[src/rtl/pong_score_keeper_if.sv]
// Signal bundle between the match controller and the rest of the game:
// start/ball position in, ball stage reset, scores and match status out.
interface pong_score_keeper_if;
  logic       start;
  logic [8:0] ball_y;
  logic       ball_reset;
  logic [3:0] score_1;
  logic [3:0] score_2;
  logic       point_1;
  logic       point_2;
  logic       game_over;
  logic [1:0] winner;
  // Debug view of the match state: 0 idle, 1 play, 2 serve, 3 game over.
  logic [1:0] fsm_state;

  modport master (
    output start, ball_y,
    input  ball_reset, score_1, score_2, point_1, point_2, game_over, winner, fsm_state
  );

  modport slave (
    input  start, ball_y,
    output ball_reset, score_1, score_2, point_1, point_2, game_over, winner, fsm_state
  );
endinterface

[src/rtl/pong_score_keeper.sv]
// Match controller for pong: detects paddle-line misses, keeps scores and
// holds the ball stage in reset while a point is being re-served.
module pong_score_keeper #(
  parameter int SIZE        = 10,
  parameter int MIN_Y       = 10,
  parameter int MAX_Y       = 310,
  parameter int WIN_SCORE   = 9,
  parameter int SERVE_DELAY = 60
) (
  input logic               clock,
  input logic               reset,
  pong_score_keeper_if.slave bus
);

  typedef enum logic [1:0] {
    IDLE      = 2'd0,
    PLAY      = 2'd1,
    SERVE     = 2'd2,
    GAME_OVER = 2'd3
  } state_t;

  localparam logic [9:0]  SIZE_W = 10'(SIZE);
  localparam logic [9:0]  MIN_W  = 10'(MIN_Y);
  localparam logic [9:0]  MAX_W  = 10'(MAX_Y);
  localparam logic [3:0]  WIN_W  = 4'(WIN_SCORE);
  localparam logic [15:0] DLY_M1 = 16'(SERVE_DELAY - 1);

  state_t      state, state_n;
  logic [15:0] cnt, cnt_n;
  logic        ball_reset, ball_reset_n;
  logic [3:0]  score_1, score_1_n, score_2, score_2_n;
  logic        point_1, point_1_n, point_2, point_2_n;
  logic        game_over, game_over_n;
  logic [1:0]  winner, winner_n;

  logic [9:0]  pos;
  logic        miss_left, miss_right;
  logic [3:0]  score_1_inc, score_2_inc;

  // Right edge is computed one bit wider than ball_y so it cannot wrap.
  assign pos         = {1'b0, bus.ball_y};
  assign miss_left   = pos < MIN_W;
  assign miss_right  = (pos + SIZE_W) > MAX_W;
  assign score_1_inc = (score_1 == WIN_W) ? score_1 : score_1 + 4'd1;
  assign score_2_inc = (score_2 == WIN_W) ? score_2 : score_2 + 4'd1;

  always_comb begin
    state_n      = state;
    cnt_n        = cnt;
    ball_reset_n = ball_reset;
    score_1_n    = score_1;
    score_2_n    = score_2;
    point_1_n    = 1'b0;
    point_2_n    = 1'b0;
    game_over_n  = game_over;
    winner_n     = winner;
    case (state)
      IDLE: begin
        ball_reset_n = 1'b1;
        if (bus.start) begin
          score_1_n    = 4'd0;
          score_2_n    = 4'd0;
          ball_reset_n = 1'b0;
          state_n      = PLAY;
        end
      end
      PLAY: begin
        ball_reset_n = 1'b0;
        // Left miss has priority when both lines are crossed at once.
        if (miss_left) begin
          score_2_n    = score_2_inc;
          point_2_n    = 1'b1;
          ball_reset_n = 1'b1;
          if (score_2_inc == WIN_W) begin
            state_n     = GAME_OVER;
            winner_n    = 2'b10;
            game_over_n = 1'b1;
          end else begin
            state_n = SERVE;
            cnt_n   = DLY_M1;
          end
        end else if (miss_right) begin
          score_1_n    = score_1_inc;
          point_1_n    = 1'b1;
          ball_reset_n = 1'b1;
          if (score_1_inc == WIN_W) begin
            state_n     = GAME_OVER;
            winner_n    = 2'b01;
            game_over_n = 1'b1;
          end else begin
            state_n = SERVE;
            cnt_n   = DLY_M1;
          end
        end
      end
      SERVE: begin
        ball_reset_n = 1'b1;
        if (cnt == 16'd0) begin
          ball_reset_n = 1'b0;
          state_n      = PLAY;
        end else begin
          cnt_n = cnt - 16'd1;
        end
      end
      GAME_OVER: begin
        ball_reset_n = 1'b1;
        if (bus.start) begin
          score_1_n   = 4'd0;
          score_2_n   = 4'd0;
          winner_n    = 2'b00;
          game_over_n = 1'b0;
          state_n     = SERVE;
          cnt_n       = DLY_M1;
        end
      end
      default: state_n = IDLE;
    endcase
  end

  always_ff @(posedge clock or posedge reset) begin
    if (reset) begin
      state      <= IDLE;
      cnt        <= 16'd0;
      ball_reset <= 1'b1;
      score_1    <= 4'd0;
      score_2    <= 4'd0;
      point_1    <= 1'b0;
      point_2    <= 1'b0;
      game_over  <= 1'b0;
      winner     <= 2'b00;
    end else begin
      state      <= state_n;
      cnt        <= cnt_n;
      ball_reset <= ball_reset_n;
      score_1    <= score_1_n;
      score_2    <= score_2_n;
      point_1    <= point_1_n;
      point_2    <= point_2_n;
      game_over  <= game_over_n;
      winner     <= winner_n;
    end
  end

  assign bus.ball_reset = ball_reset;
  assign bus.score_1    = score_1;
  assign bus.score_2    = score_2;
  assign bus.point_1    = point_1;
  assign bus.point_2    = point_2;
  assign bus.game_over  = game_over;
  assign bus.winner     = winner;
  assign bus.fsm_state  = state;

endmodule

[src/flat_wrapper.sv]
// flat-port wrapper written by rule: the top's interface ports become plain ports
module pong_score_keeper_flat 
#(
  parameter int SIZE        = 10,
  parameter int MIN_Y       = 10,
  parameter int MAX_Y       = 310,
  parameter int WIN_SCORE   = 9,
  parameter int SERVE_DELAY = 60
)
  (clock, reset, bus_start, bus_ball_y, bus_ball_reset, bus_score_1, bus_score_2, bus_point_1, bus_point_2, bus_game_over, bus_winner, bus_fsm_state);
  pong_score_keeper_if bus_i ();
  input logic clock;
  input logic reset;
  input wire logic [$bits(bus_i.start)-1:0] bus_start;
  input wire logic [$bits(bus_i.ball_y)-1:0] bus_ball_y;
  output wire logic [$bits(bus_i.ball_reset)-1:0] bus_ball_reset;
  output wire logic [$bits(bus_i.score_1)-1:0] bus_score_1;
  output wire logic [$bits(bus_i.score_2)-1:0] bus_score_2;
  output wire logic [$bits(bus_i.point_1)-1:0] bus_point_1;
  output wire logic [$bits(bus_i.point_2)-1:0] bus_point_2;
  output wire logic [$bits(bus_i.game_over)-1:0] bus_game_over;
  output wire logic [$bits(bus_i.winner)-1:0] bus_winner;
  output wire logic [$bits(bus_i.fsm_state)-1:0] bus_fsm_state;
  assign bus_i.start = bus_start;
  assign bus_i.ball_y = bus_ball_y;
  assign bus_ball_reset = bus_i.ball_reset;
  assign bus_score_1 = bus_i.score_1;
  assign bus_score_2 = bus_i.score_2;
  assign bus_point_1 = bus_i.point_1;
  assign bus_point_2 = bus_i.point_2;
  assign bus_game_over = bus_i.game_over;
  assign bus_winner = bus_i.winner;
  assign bus_fsm_state = bus_i.fsm_state;
  pong_score_keeper #(.SIZE(SIZE), .MIN_Y(MIN_Y), .MAX_Y(MAX_Y), .WIN_SCORE(WIN_SCORE), .SERVE_DELAY(SERVE_DELAY)) u_core (.clock(clock), .reset(reset), .bus(bus_i));
endmodule
[config.mk]
export PLATFORM = sky130hd
export DESIGN_NAME = pong_score_keeper_flat
export DESIGN_NICKNAME = d
export VERILOG_FILES = /design/src/rtl/pong_score_keeper_if.sv /design/src/rtl/pong_score_keeper.sv /design/src/flat_wrapper.sv
export SDC_FILE = /design/constraint.sdc
export NUM_CORES = 1
export LEC_CHECK = 0
export ABC_AREA = 1
export CAP_MARGIN = 5
export CORE_ASPECT_RATIO = 1.1
export CORE_MARGIN = 8
export CORE_UTILIZATION = 29
export CTS_CLUSTER_SIZE = 12
export DETAILED_ROUTE_END_ITERATION = 10
export GPL_TIMING_DRIVEN = 0
export SLEW_MARGIN = 15
export SYNTH_ARGS = -nofsm -noshare
export SYNTH_HDL_FRONTEND = slang
export SYNTH_SLANG_ARGS = --single-unit
[constraint.sdc]
create_clock -name clock -period 2.08 [get_ports clock]
set_input_delay 0.312 -clock clock [delete_from_list [all_inputs] [get_ports clock]]
set_output_delay 0.312 -clock clock [all_outputs]
set_load 0.05 [all_outputs]
==> results of run 1 <==
## power breakdown
part / internal (uW) / leakage (uW) / switching (uW)
clock: 354 / 0.0000541 / 253
sequential: 807 / 0.000410 / 218
combinational: 942 / 0.00105 / 1600
## cell usage after synthesis, types with 2 or more instances
library cell / count / area share [%]
nor2_2: 8 / 2.0
nand3_2: 2 / 0.79
o22ai_1: 2 / 0.49
xor2_1: 5 / 1.7
nor3_1: 2 / 0.39
nand3b_1: 2 / 0.59
inv_2: 4 / 0.59
o21ai_1: 2 / 0.39
nand2_4: 2 / 0.88
nand4_1: 24 / 5.9
nand4_2: 2 / 0.98
buf_2: 2 / 0.39
inv_1: 37 / 5.4
a21oi_1: 6 / 1.2
nand2_1: 110 / 16
nand2_2: 16 / 3.9
nor2_4: 3 / 1.3
ha_1: 13 / 6.4
xnor2_1: 5 / 1.7
nand3_1: 21 / 4.1
nor2_1: 35 / 5.2
dfrtp_1: 31 / 30
o21ai_0: 8 / 1.6
clkbuf_1: 2 / 0.29
## layout make-up
| cell class | instances | area, um2 | share of cell area, % |
|---|---|---|---|
| plain buffers | 8 | 72.6 | 2.27 |
| clock buffers | 5 | 68.8 | 2.15 |
| clock inverters | 3 | 42.5 | 1.33 |
| inverters | 41 | 154 | 4.82 |
| multi-input cells | 276 | 1580 | 49.4 |
| flip-flops and latches | 32 | 807 | 25.3 |
| well taps | 114 | 143 | 4.47 |
| repair buffers | 32 | 330 | 10.3 |
## path summary, 6_finish.rpt
check | startpoint | endpoint | slack, ns
worst max register to register | u_core.bus.score_1[1] | u_core.cnt[7] | 0.13
max in group asynchronous | reset | u_core.bus.score_2[0] | 1.14
worst min-delay path | reset | u_core.bus.point_2 | 0.45
min in group clock | u_core.cnt[1] | u_core.cnt[1] | 0.52
worst min register to register | u_core.cnt[1] | u_core.cnt[1] | 0.52
worst max-delay path | u_core.bus.score_1[2] | bus_score_1[2] | 0.12
## repair_timing
action,in CTS,in global routing
cloned,0,1
setup endpoints to repair,6,19
pin swaps,0,8
resized for setup,1,18
buffers inserted,0,4
## cell families after synthesis
family / count (synthesis)
AO/OA/AOI/OAI: 19
flip-flops: 32
AND/OR/NAND/NOR: 234
buffers and inverters: 49
adder cells (fa/ha/maj): 13
XOR/XNOR: 10
## per-stage QoR
stage	std cells	TNS (ns)	cell area [um2]	power, uW
2_1_floorplan	357	0	2550	2740
3_3_place_gp	498	-5.04	2970	3330
3_5_place_dp	498	-5.53	2970	3380
4_1_cts	506	0	3080	4000
5_1_grt	511	0	3190	4510
6_report	511	0	3190	4170
## per-layer routing
metal | up-vias | part of all wire, % | track usage, %
li1 | 1220 | - | -
met1 | 1087 | 42 | 11.0
met2 | 34 | 53 | 19.1
met3 | 10 | 3.6 | 2.59
met4 | 0 | 1.1 | 2.67
met5 | - | 0 | 0
## flip-flops by register name, summed over array words and instances, names as in the netlist
register	flops
u_core.cnt	16
u_core.bus.score_2	4
u_core.bus.game_over	1
u_core.bus.score_1	4
u_core.bus.fsm_state	2
u_core.bus.point_1	1
u_core.bus.ball_reset	1
u_core.bus.point_2	1
u_core.bus.winner	2
==> results.toml, run 1 <==
[outcome]
outcome = "finished, final reports clean"

[routing]
vias = 2351
detail_route.iter0.violations = 70
drtPass1Iterations = 5
wl_per_cell_um = 12.1
viasPerCell = 4.60
route.detailed.drc = 0
drtAntennaViolNets = 0
totalWireLength_um = 6190

[timing]
slew_viol_final = 0
slew_headroom_pct = 53.9
setup_ws_ns = 0.116
min_period_ns = 1.96
fmax_mhz = 509
rsz0062_at_grt = "false"
tightestPinTransition_ns = 0.691
final.period_utilization_pct = 94.4
setup_viol = 0
fin_hold_ws_ns = 0.450
finalHoldViolations = 0
fin_skew_ns = 0.00643

[cells_and_area]
n_fill_cell = 914
final_nets = 421
antenna_cells = 0
syn2layout_area_growth_pct = 25.3
utilization_pct = 36.7
drive_above_1_share_pct = 20.2
final_common_cell = "nand2_1"
final_cell_mix = "107 x nand2_1, 34 x nor2_1, 33 x inv_1, 27 x dfrtp_1, 25 x clkdlybuf4s50_1"

[setup_path]
arrival_ns = 1.65
max_stage_delay_ns = 0.87
slowest_stage = "clkdlybuf4s50_1"
cp-start-kind = "register"
cp-end-kind = "output pin"
worstPathRequired_ns = 1.77
reg2reg_depth = 14
critical_path_cell_count = 1
worstSetupPathType = "reg2out"
crit_path_max_fanout = 7
path_buf_inv = 1
path_delay_family = "buffers and inverters"
path_cells = "clkdlybuf4s50_1"

[synthesis]
synth_compound_area_share_pct = 3.98
syn-cell-area_um2 = 2550
synth_simple_gate_area_share_pct = 45.9
synth_top_family_by_area = "simple AND/OR/NAND/NOR gates"
yosys.area_share.adder_pct = 6.38
synth_xor_area_share_pct = 3.44
avgSynthCellArea_um2 = 7.14
yosys_register_bits = 32
ys_types = 37
synth_enable_flop_cells = 0
synthCells = 357
seq_area_frac_synth_pct = 31.5
syn-num-nets = 382
synth-warning-count = 0
synth_mux_area_share_pct = 0
synthFlopType = "dfrtp_1"
async_reset_ff_share_pct = 100

[global_routing]
grt_antenna_before_repair = 0
grt_pass1_wl_um = 10300
grt-ovfl-total = 0
grt_max_degree = 33
grtUsageTotal_pct = 10.2
first_global_vias = 2303

[cts]
clock-root-buffer = "clkbuf_8"
clk_latency_ns = 0.29
cts.htree.levels = 2
clkSlewWorstSetupHoldPaths_ns = 0.07
clockBufferDepth = 2
hold_buffers = 0
cts_buffers = 5
cts_tree = "done"
clkSinkCount = 32

[floorplanning]
dieArea_um2 = 12000
rows = 36
start_util_pct = 29.3
dieHeight_um = 114
dieWidth_um = 105
core-area_um2 = 8690
pin_count = 28

[pwr]
leakage_uw = 0.00152
powerDensity_nw_per_um2 = 1310
vdd_ir_drop_max_v = 0.000521

[worst_hold_path]
hold_path.class = "in2async"

[place]
pre_cts_ws_ns = -0.293
portBuffers = 27
gp_congestion = 0.809
dp_hpwl_um = 4560

[flow_run]
maxCapViolations = 0
Power figures use the tool's default switching activity.
==> run 2, diff against run 1 <==
--- a/config.mk
+++ b/config.mk
@@ -7,12 +7,15 @@
 export LEC_CHECK = 0
 export ABC_AREA = 1
 export CAP_MARGIN = 5
+export CELL_PAD_IN_SITES_DETAIL_PLACEMENT = 1
+export CELL_PAD_IN_SITES_GLOBAL_PLACEMENT = 2
 export CORE_ASPECT_RATIO = 1.1
 export CORE_MARGIN = 8
 export CORE_UTILIZATION = 29
 export CTS_CLUSTER_SIZE = 12
 export DETAILED_ROUTE_END_ITERATION = 10
 export GPL_TIMING_DRIVEN = 0
+export PLACE_DENSITY_LB_ADDON = 0.1
 export SLEW_MARGIN = 15
 export SYNTH_ARGS = -nofsm -noshare
 export SYNTH_HDL_FRONTEND = slang
==> results.toml, run 2 (synthesis gave the netlist of run 1 again) <==
[floorplanning]
pin_count = 28
start_util_pct = 29.3
dieHeight_um = 114
dieWidth_um = 105
dieArea_um2 = 12000
rows = 36
core-area_um2 = 8690

[routing]
wl_per_cell_um = 14.5
drtPass1Iterations = 4
wl_met3_um = 85
top_layer_used = "met4"
totalWireLength_um = 7440
viasPerCell = 4.71
wl_met2_um = 4030
detail_route.iter0.violations = 54
wl_met1_um = 3220
route.detailed.drc = 0
vias = 2424
drtAntennaViolNets = 0

[setup_path]
cp-end-kind = "output pin"
path_delay_family = "buffers and inverters"
worstSetupPathType = "reg2out"
max_stage_delay_ns = 0.87
path_buf_inv = 1
cp-start-kind = "register"
reg2reg_depth = 11
worstPathRequired_ns = 1.77
slowest_stage = "clkdlybuf4s50_1"
path_cells = "clkdlybuf4s50_1"
arrival_ns = 1.67
critical_path_cell_count = 1
crit_path_max_fanout = 7

[cells_and_area]
final_nets = 425
largest_register_ffs = 16
final_cell_mix = "105 x nand2_1, 35 x inv_1, 34 x nor2_1, 27 x dfrtp_1"
final_common_cell = "nand2_1"
utilization_pct = 37.1
drive_above_1_share_pct = 21.7
antenna_cells = 0
regMostFlops = "u_core.cnt"
fin_area_um2 = 3230
top_regs = "u_core.cnt x16, u_core.bus.score_1 x4, u_core.bus.score_2 x4"
n_fill_cell = 1076
syn2layout_area_growth_pct = 26.6

[timing]
fin_setup_tns_ns = 0
setup_viol = 0
min_period_ns = 1.98
slew_headroom_pct = 49.6
tightestPinTransition_ns = 0.754
finalHoldViolations = 0
fmax_mhz = 505
slew_viol_final = 0
fin_skew_ns = 0.00794
final.period_utilization_pct = 95.1

[outcome]
outcome = "finished, final reports clean"

[place]
dp_hpwl_um = 5510
dpl_cell_area_um2 = 2970
gp_congestion = 0.751
portBuffers = 27

[cts]
clk_latency_ns = 0.29
cts_buffers = 5
cts.htree.levels = 2
cts_tree = "done"
clkSlewWorstSetupHoldPaths_ns = 0.08
clock-root-buffer = "clkbuf_8"
clkSinkCount = 32
clockBufferDepth = 2

[worst_hold_path]
hold_path.class = "in2async"

[global_routing]
grt_max_degree = 33
grt_antenna_before_repair = 0
grt-ovfl-total = 0
grt_pass1_wl_um = 12100
grtUsageTotal_pct = 12.6
first_global_vias = 2497

[pwr]
vdd_ir_drop_max_v = 0.000476
powerDensity_nw_per_um2 = 1310
leakage_uw = 0.00154

[flow_run]
maxCapViolations = 0
-- run 2: cell types whose count changed in the layout (fill, tap and decap cells not counted), sizes merged --
cell / delta
clkinv: -1
clkbuf: +3
dlygate4sd2: +1
buf: +4
clkdlybuf4s50: -1
bufinv: -1
clkinvlp: -1
-- run 2: path summary, 6_finish.rpt --
check,from,end,slack (ns)
min in group clock,u_core.bus.game_over,u_core.bus.game_over,0.51
worst max-delay path,u_core.bus.score_1[2],bus_score_1[2],0.10
worst min register to register,u_core.bus.game_over,u_core.bus.game_over,0.51
worst max register to register,u_core.bus.score_2[0],u_core.cnt[0],0.12
worst min-delay path,reset,u_core.cnt[13],0.47
max in group asynchronous,reset,u_core.bus.score_1[1],1.07
-- run 2: per-layer routing --
layer / track usage, % / up-vias
met5: 0 / -
met4: 3.81 / 0
met3: 2.03 / 7
met2: 24.3 / 23
met1: 13.5 / 1162
li1: - / 1232
-- run 2: where the power goes --
part	leakage, uW	internal (uW)	switching, uW
Sequential	0.000410	807	225
Clock	0.0000515	303	258
Combinational	0.00108	992	1650
-- run 2: stage by stage --
stage | std cells | hold WS [ns] | total power, uW | worst slack, ns
2_1_floorplan | 357 | 0.388 | 2740 | 0.107
3_3_place_gp | 498 | 0.496 | 3430 | -0.370
3_5_place_dp | 498 | 0.498 | 3470 | -0.386
4_1_cts | 507 | 0.516 | 4080 | 0.00622
5_1_grt | 515 | 0.540 | 4570 | -0.00224
6_report | 515 | 0.474 | 4230 | 0.102
-- run 2: cell type report --
type                            instances  area (um2)  share of cell area [%]
Timing Repair Buffer                   36         372                    11.5
Tap cell                              114         143                    4.42
Multi-Input combinational cell        276        1580                    48.9
Inverter                               41         154                    4.77
Clock buffer                            8         100                    3.10
Sequential cell                        32         807                    25.0
Buffer                                  8        72.6                    2.25
-- run 2: timing repair --
item	4_1_cts	5_1_grt
cloned	0	1
pin swaps	1	6
hold buffers	0	0
resized for setup	4	18
endpoints found under the setup margin	13	26
buffers inserted	1	7
